File: config.mk
export PLATFORM = sky130hd
export DESIGN_NAME = alarm_trigger
export DESIGN_NICKNAME = d
export VERILOG_FILES = /design/src/rtl/alarm_trigger.sv
export SDC_FILE = /design/constraint.sdc
export NUM_CORES = 1
export LEC_CHECK = 0
export ABC_AREA = 0
export CORE_MARGIN = 5
export CORE_UTILIZATION = 48
export CTS_BUF_LIST = sky130_fd_sc_hd__clkbuf_4
export DETAILED_ROUTE_END_ITERATION = 16
export PLACE_DENSITY_LB_ADDON = 0.08
export SLEW_MARGIN = 20
export SYNTH_ARGS = -nofsm -noshare
export SYNTH_HDL_FRONTEND = slang
export SYNTH_SLANG_ARGS = --single-unit
File: constraint.sdc
create_clock -name clk -period 4.35 [get_ports clk]
set_input_delay 0.87 -clock clk [delete_from_list [all_inputs] [get_ports clk]]
set_output_delay 0.87 -clock clk [all_outputs]
set_load 0.005 [all_outputs]
File: src/rtl/alarm_trigger.sv
`default_nettype none
// ============================================================================
// Module      : alarm_trigger
// Description : Decides when the alarm rings. Matches the time-of-day
//               against the programmed alarm time once per second and runs
//               a ring / snooze / stop state machine driven by two buttons.
//               The ringing stops automatically after RING_SECS seconds.
//               Optional feature macro: ALARM_SNOOZE_EN (adds the SNOOZE
//               state, the snooze counter and the snooze button path).
// Revision    : 1.0 - initial release
// ============================================================================
module alarm_trigger #(
   parameter int unsigned RING_SECS   = 60,   // 1..255
   parameter int unsigned SNOOZE_SECS = 300,  // 1..1023
   parameter int unsigned MAX_SNOOZE  = 3     // 1..3
) (
   input  logic       clk,
   input  logic       rst_n,
   input  logic       tick_1hz,
   input  logic [4:0] cur_hh,
   input  logic [5:0] cur_mm,
   input  logic [5:0] cur_ss,
   input  logic [4:0] alarm_hh,
   input  logic [5:0] alarm_mm,
   input  logic       alarm_en,
   input  logic       stop_btn,
   input  logic       snooze_btn,
   output logic       alarm_signal,
   output logic       snoozing,
   output logic [1:0] snooze_left
);

   // Encoding chosen so each output is a single state bit.
   typedef enum logic [1:0] {
      ST_IDLE    = 2'b00,
      ST_RINGING = 2'b01,
      ST_SNOOZE  = 2'b10
   } state_t;

   localparam logic [7:0] c_ring_secs = 8'(RING_SECS);

   state_t     state_q, state_d;
   logic [7:0] ring_cnt_q, ring_cnt_d;
   logic [7:0] w_ring_inc;
   logic       w_ring_done;
   logic       w_match;

   // ------------------------------------------------------------------------
   // Stop button: 2-flop synchronizer, then registered rising-edge pulse
   // ------------------------------------------------------------------------
   logic stop_s1_q, stop_s1_d;
   logic stop_s2_q, stop_s2_d;
   logic stop_prev_q, stop_prev_d;
   logic stop_p_q, stop_p_d;

   // Next values of the stop synchronizer and edge detector.
   always_comb begin
      stop_s1_d   = stop_btn;
      stop_s2_d   = stop_s1_q;
      stop_prev_d = stop_s2_q;
      stop_p_d    = stop_s2_q & ~stop_prev_q;
   end

   // Stop synchronizer and edge detector flops.
   always_ff @(posedge clk or negedge rst_n) begin
      if (!rst_n) begin
         stop_s1_q   <= 1'b0;
         stop_s2_q   <= 1'b0;
         stop_prev_q <= 1'b0;
         stop_p_q    <= 1'b0;
      end else begin
         stop_s1_q   <= stop_s1_d;
         stop_s2_q   <= stop_s2_d;
         stop_prev_q <= stop_prev_d;
         stop_p_q    <= stop_p_d;
      end
   end

`ifdef ALARM_SNOOZE_EN
   // ------------------------------------------------------------------------
   // Snooze button path, snooze counter and snooze budget
   // ------------------------------------------------------------------------
   localparam logic [9:0] c_snz_secs   = 10'(SNOOZE_SECS);
   localparam logic [1:0] c_max_snooze = 2'(MAX_SNOOZE);

   logic       snz_s1_q, snz_s1_d;
   logic       snz_s2_q, snz_s2_d;
   logic       snz_prev_q, snz_prev_d;
   logic       snz_p_q, snz_p_d;
   logic [9:0] snz_cnt_q, snz_cnt_d;
   logic [9:0] w_snz_inc;
   logic       w_snz_done;
   logic [1:0] snooze_left_q, snooze_left_d;

   // Next values of the snooze synchronizer and edge detector.
   always_comb begin
      snz_s1_d   = snooze_btn;
      snz_s2_d   = snz_s1_q;
      snz_prev_d = snz_s2_q;
      snz_p_d    = snz_s2_q & ~snz_prev_q;
   end

   // Snooze synchronizer and edge detector flops.
   always_ff @(posedge clk or negedge rst_n) begin
      if (!rst_n) begin
         snz_s1_q   <= 1'b0;
         snz_s2_q   <= 1'b0;
         snz_prev_q <= 1'b0;
         snz_p_q    <= 1'b0;
      end else begin
         snz_s1_q   <= snz_s1_d;
         snz_s2_q   <= snz_s2_d;
         snz_prev_q <= snz_prev_d;
         snz_p_q    <= snz_p_d;
      end
   end

   // Saturating increment and timeout detect for the snooze counter.
   always_comb begin
      w_snz_inc  = (snz_cnt_q == 10'h3FF) ? snz_cnt_q : snz_cnt_q + 10'd1;
      w_snz_done = tick_1hz & (w_snz_inc >= c_snz_secs);
   end

   // Snooze counter and remaining-snooze budget flops.
   always_ff @(posedge clk or negedge rst_n) begin
      if (!rst_n) begin
         snz_cnt_q     <= 10'd0;
         snooze_left_q <= c_max_snooze;
      end else begin
         snz_cnt_q     <= snz_cnt_d;
         snooze_left_q <= snooze_left_d;
      end
   end

   assign snoozing    = state_q[1];
   assign snooze_left = snooze_left_q;
`else
   // Snooze feature absent: the button and its timing parameters are unused.
   localparam int unsigned c_unused_snz_secs = SNOOZE_SECS;
   localparam int unsigned c_unused_max_snz  = MAX_SNOOZE;
   logic w_unused_snooze_btn;

   assign w_unused_snooze_btn = snooze_btn;
   assign snoozing            = 1'b0;
   assign snooze_left         = 2'b00;
`endif

   // ------------------------------------------------------------------------
   // Alarm match and ring counter helpers
   // ------------------------------------------------------------------------
   // Time match is only meaningful on the once-per-second tick at second 0.
   always_comb begin
      w_match     = alarm_en & tick_1hz &
                    (cur_hh == alarm_hh) & (cur_mm == alarm_mm) &
                    (cur_ss == 6'd0);
      w_ring_inc  = (ring_cnt_q == 8'hFF) ? ring_cnt_q : ring_cnt_q + 8'd1;
      w_ring_done = tick_1hz & (w_ring_inc >= c_ring_secs);
   end

   // ------------------------------------------------------------------------
   // State machine
   // ------------------------------------------------------------------------
   // Next state and counter updates; priority is
   // disable > stop > snooze > timeout > match.
   always_comb begin
      state_d    = state_q;
      ring_cnt_d = ring_cnt_q;
`ifdef ALARM_SNOOZE_EN
      snz_cnt_d     = snz_cnt_q;
      snooze_left_d = snooze_left_q;
`endif
      case (state_q)
         ST_IDLE: begin
            if (w_match) begin
               state_d = ST_RINGING;
`ifdef ALARM_SNOOZE_EN
               snooze_left_d = c_max_snooze;
`endif
            end
         end
         ST_RINGING: begin
            if (tick_1hz) begin
               ring_cnt_d = w_ring_inc;
            end
            if (stop_p_q) begin
               state_d = ST_IDLE;
`ifdef ALARM_SNOOZE_EN
            end else if (snz_p_q && (snooze_left_q != 2'd0)) begin
               state_d       = ST_SNOOZE;
               snooze_left_d = snooze_left_q - 2'd1;
`endif
            end else if (w_ring_done) begin
               state_d = ST_IDLE;
            end
         end
`ifdef ALARM_SNOOZE_EN
         ST_SNOOZE: begin
            if (tick_1hz) begin
               snz_cnt_d = w_snz_inc;
            end
            if (stop_p_q) begin
               state_d = ST_IDLE;
            end else if (w_snz_done) begin
               state_d = ST_RINGING;
            end
         end
`endif
         default: begin
            state_d = ST_IDLE;
         end
      endcase

      // Disarming the alarm wins over everything else.
      if (!alarm_en) begin
         state_d = ST_IDLE;
      end

      // Every state entry starts the counters from zero.
      if (state_d != state_q) begin
         ring_cnt_d = 8'd0;
`ifdef ALARM_SNOOZE_EN
         snz_cnt_d  = 10'd0;
`endif
      end
   end

   // State register and ring counter.
   always_ff @(posedge clk or negedge rst_n) begin
      if (!rst_n) begin
         state_q    <= ST_IDLE;
         ring_cnt_q <= 8'd0;
      end else begin
         state_q    <= state_d;
         ring_cnt_q <= ring_cnt_d;
      end
   end

   assign alarm_signal = state_q[0];

endmodule
`default_nettype wire
==> impl_metrics.tcl <==
set metrics [dict create \
    final_common_cell "clkdlybuf4s50_1" \
    antenna_left 0 \
    cts_setup_buffers 0 \
    slowest_delay_ns 0.48 \
    vias 909 \
    leakage_nw 0.527 \
    hold_viol 0 \
    antenna_found_initial 0 \
    row_count 16 \
    slew_viol_final 0 \
    crit_arrival_ns 2.62 \
    drc 0 \
    io_buffer_count 33 \
    slew_headroom_pct 58.4 \
    synthDistinctLibCells 44 \
    finalSetupTns_ns 0 \
    clk_path_buf_depth 2 \
    place_congestion 0.813 \
    period_needed_ns 2.47 \
    tightest_slew_ns 0.622 \
    worstPathRequired_ns 4.50 \
    seq_area_frac_synth_pct 35.9 \
    setup_violations 0 \
    antenna_cells 0 \
    crit_path_top_delay_cell "clkdlybuf4s50_1" \
    synth-edff-count 0 \
    critPathBufInv 2 \
    crit_family "simple AND/OR/NAND/NOR gates" \
    ys_warn_count 0 \
    track_usage_pct 16.5 \
    grt_max_degree 15 \
    initial_utilization_pct 50.3 \
    synthCells 105 \
    layout.nets 176 \
    critPathKind "input pin to flop" \
    ctsHoldBuffers 0 \
    synthArstFlopShare_pct 100 \
    finalPower_mw 0.256 \
    core_um2 1940 \
    drive_gt1_share_pct 10.7 \
    gr-total-overflow 0 \
    grt_pass1_wl_um 3610 \
    clockRootBuffer "clkbuf_4" \
    syn_area_um2 976 \
    synthToLayoutAreaGrowth_pct 37.9 \
    powerDensity_nw_per_um2 190 \
    cts-buffers-inserted 3 \
    wire_per_inst_um 14.2 \
    routed_via_density 5.44 \
    insertion_delay_ns 0.27 \
    ctsResizeCount 0 \
    ys.flop_type "dfrtp_1" \
    die_w_um 55.1 \
    clk_pin_slew_ns 0.09 \
    wl_um 2380 \
    hpwlAfterDp_um 1910 \
    ys_ff_latch 14 \
    grt_pass1_vias 868 \
    layout_common_cells "clkdlybuf4s50_1 (33), dfrtp_1 (14), nand2_1 (12)" \
    hp-class "flop to flop" \
    cts_tree "built" \
    critPathCaptureType "flop" \
    drv_cap 0 \
    htreeDepth 1 \
    io_pins 38 \
    drtIter0Drc 17 \
    drt_first_pass_iters 4 \
    syn_area_per_cell_um2 9.29 \
    status "finished, final reports clean" \
    period_share_pct 56.7 \
    ir_drop_v 0.000188 \
    cts.sinks 14 \
    die-area_um2 3030 \
    die_h_um 55.1 \
    critPathLaunchType "input pin" \
    fin_worst_skew_ns 0.00229 \
    fmax_ghz 0.405 \
    rsz0062_at_grt "no" \
    worstPathMaxFanout 4 \
    worstPathCellList "clkdlybuf4s50_1 -> nor4b_1 -> nand4_1 -> nor4_1 -> inv_1 -> o2111ai_1 -> a21oi_1" \
]
power breakdown:
part,switching (mW),total (mW),internal (mW)
Sequential,0.00197,0.134,0.132
Combinational,0.0126,0.0461,0.0335
Clock,0.0422,0.0754,0.0332
Total,0.0567,0.256,0.199
registers in the layout (all words and copies together) (netlist names):
| register | count |
|---|---|
| stop_prev_q | 1 |
| stop_prev_d | 1 |
| state_q | 2 |
| stop_s1_q | 1 |
| stop_p_q | 1 |
| ring_cnt_q | 8 |
cells by family after synthesis:
logic type | synth area share, %
AO/OA/AOI/OAI | 17.2
other | 0.384
flip-flops | 35.9
AND/OR/NAND/NOR | 29.4
XOR/XNOR | 9.87
multiplexers | 2.05
buffers and inverters | 3.97
adder cells (fa/ha/maj) | 1.28
stage by stage:
step	utilization, %	instances	setup WS (ns)	hold WS [ns]	instance area [um2]
floorplan	-	108	2.34	0.331	987
global route	69.3	167	1.78	0.395	1350
CTS	69.3	167	1.88	0.388	1350
detailed placement	68.0	163	1.61	0.361	1320
global placement	68.0	163	1.69	0.332	1320
finish	69.3	167	1.88	0.380	1350
synthesized netlist by cell type (2+ instances only):
cell       n  area share, %
nand4b_1   2            1.8
nand2_1   12            4.6
o21ai_1    3            1.5
a21oi_1    6            3.1
or2b_1     2            1.5
nand3b_1   2            1.5
nor2_1     6            2.3
buf_4      3            2.3
mux2i_1    2            2.1
inv_1      2           0.77
nand4_1    6            3.8
nor3_1     3            1.5
dfrtp_1   14             36
nand3_1    2            1.0
xnor2_1   11            9.9
path summary, 6_finish.rpt:
check | cells past startpoint | slack (ns) | startpoint | end
max | 7 | 1.88 | alarm_en | ring_cnt_q[5]
min | 0 | 0.38 | stop_s1_q | stop_prev_d
max reg2reg | 7 | 2.21 | ring_cnt_q[0] | ring_cnt_q[5]
min reg2reg | 0 | 0.38 | stop_s1_q | stop_prev_d
max in group asynchronous | 1 | 2.97 | rst_n | ring_cnt_q[1]
min in group asynchronous | 1 | 0.98 | rst_n | stop_prev_q
per-layer routing:
layer | vias to the layer above | wire [um] | global-route usage, %
met2 | 47 | 1050 | 31.1
met4 | 0 | 21 | 4.86
met1 | 408 | 942 | 17.6
li1 | 450 | - | -
met5 | - | 0 | 0
met3 | 4 | 363 | 4.56
layout make-up:
| type | instances | area [um2] |
|---|---|---|
| clock inverters | 1 | 3.75 |
| clock buffers | 3 | 22.5 |
| repair buffers | 33 | 330 |
| well taps | 27 | 33.8 |
| multi-input cells | 87 | 598 |
| fillers | 158 | 596 |
| flip-flops and latches | 14 | 350 |
| inverters | 2 | 7.51 |
Note: power is estimated with default switching activity, not from simulation.
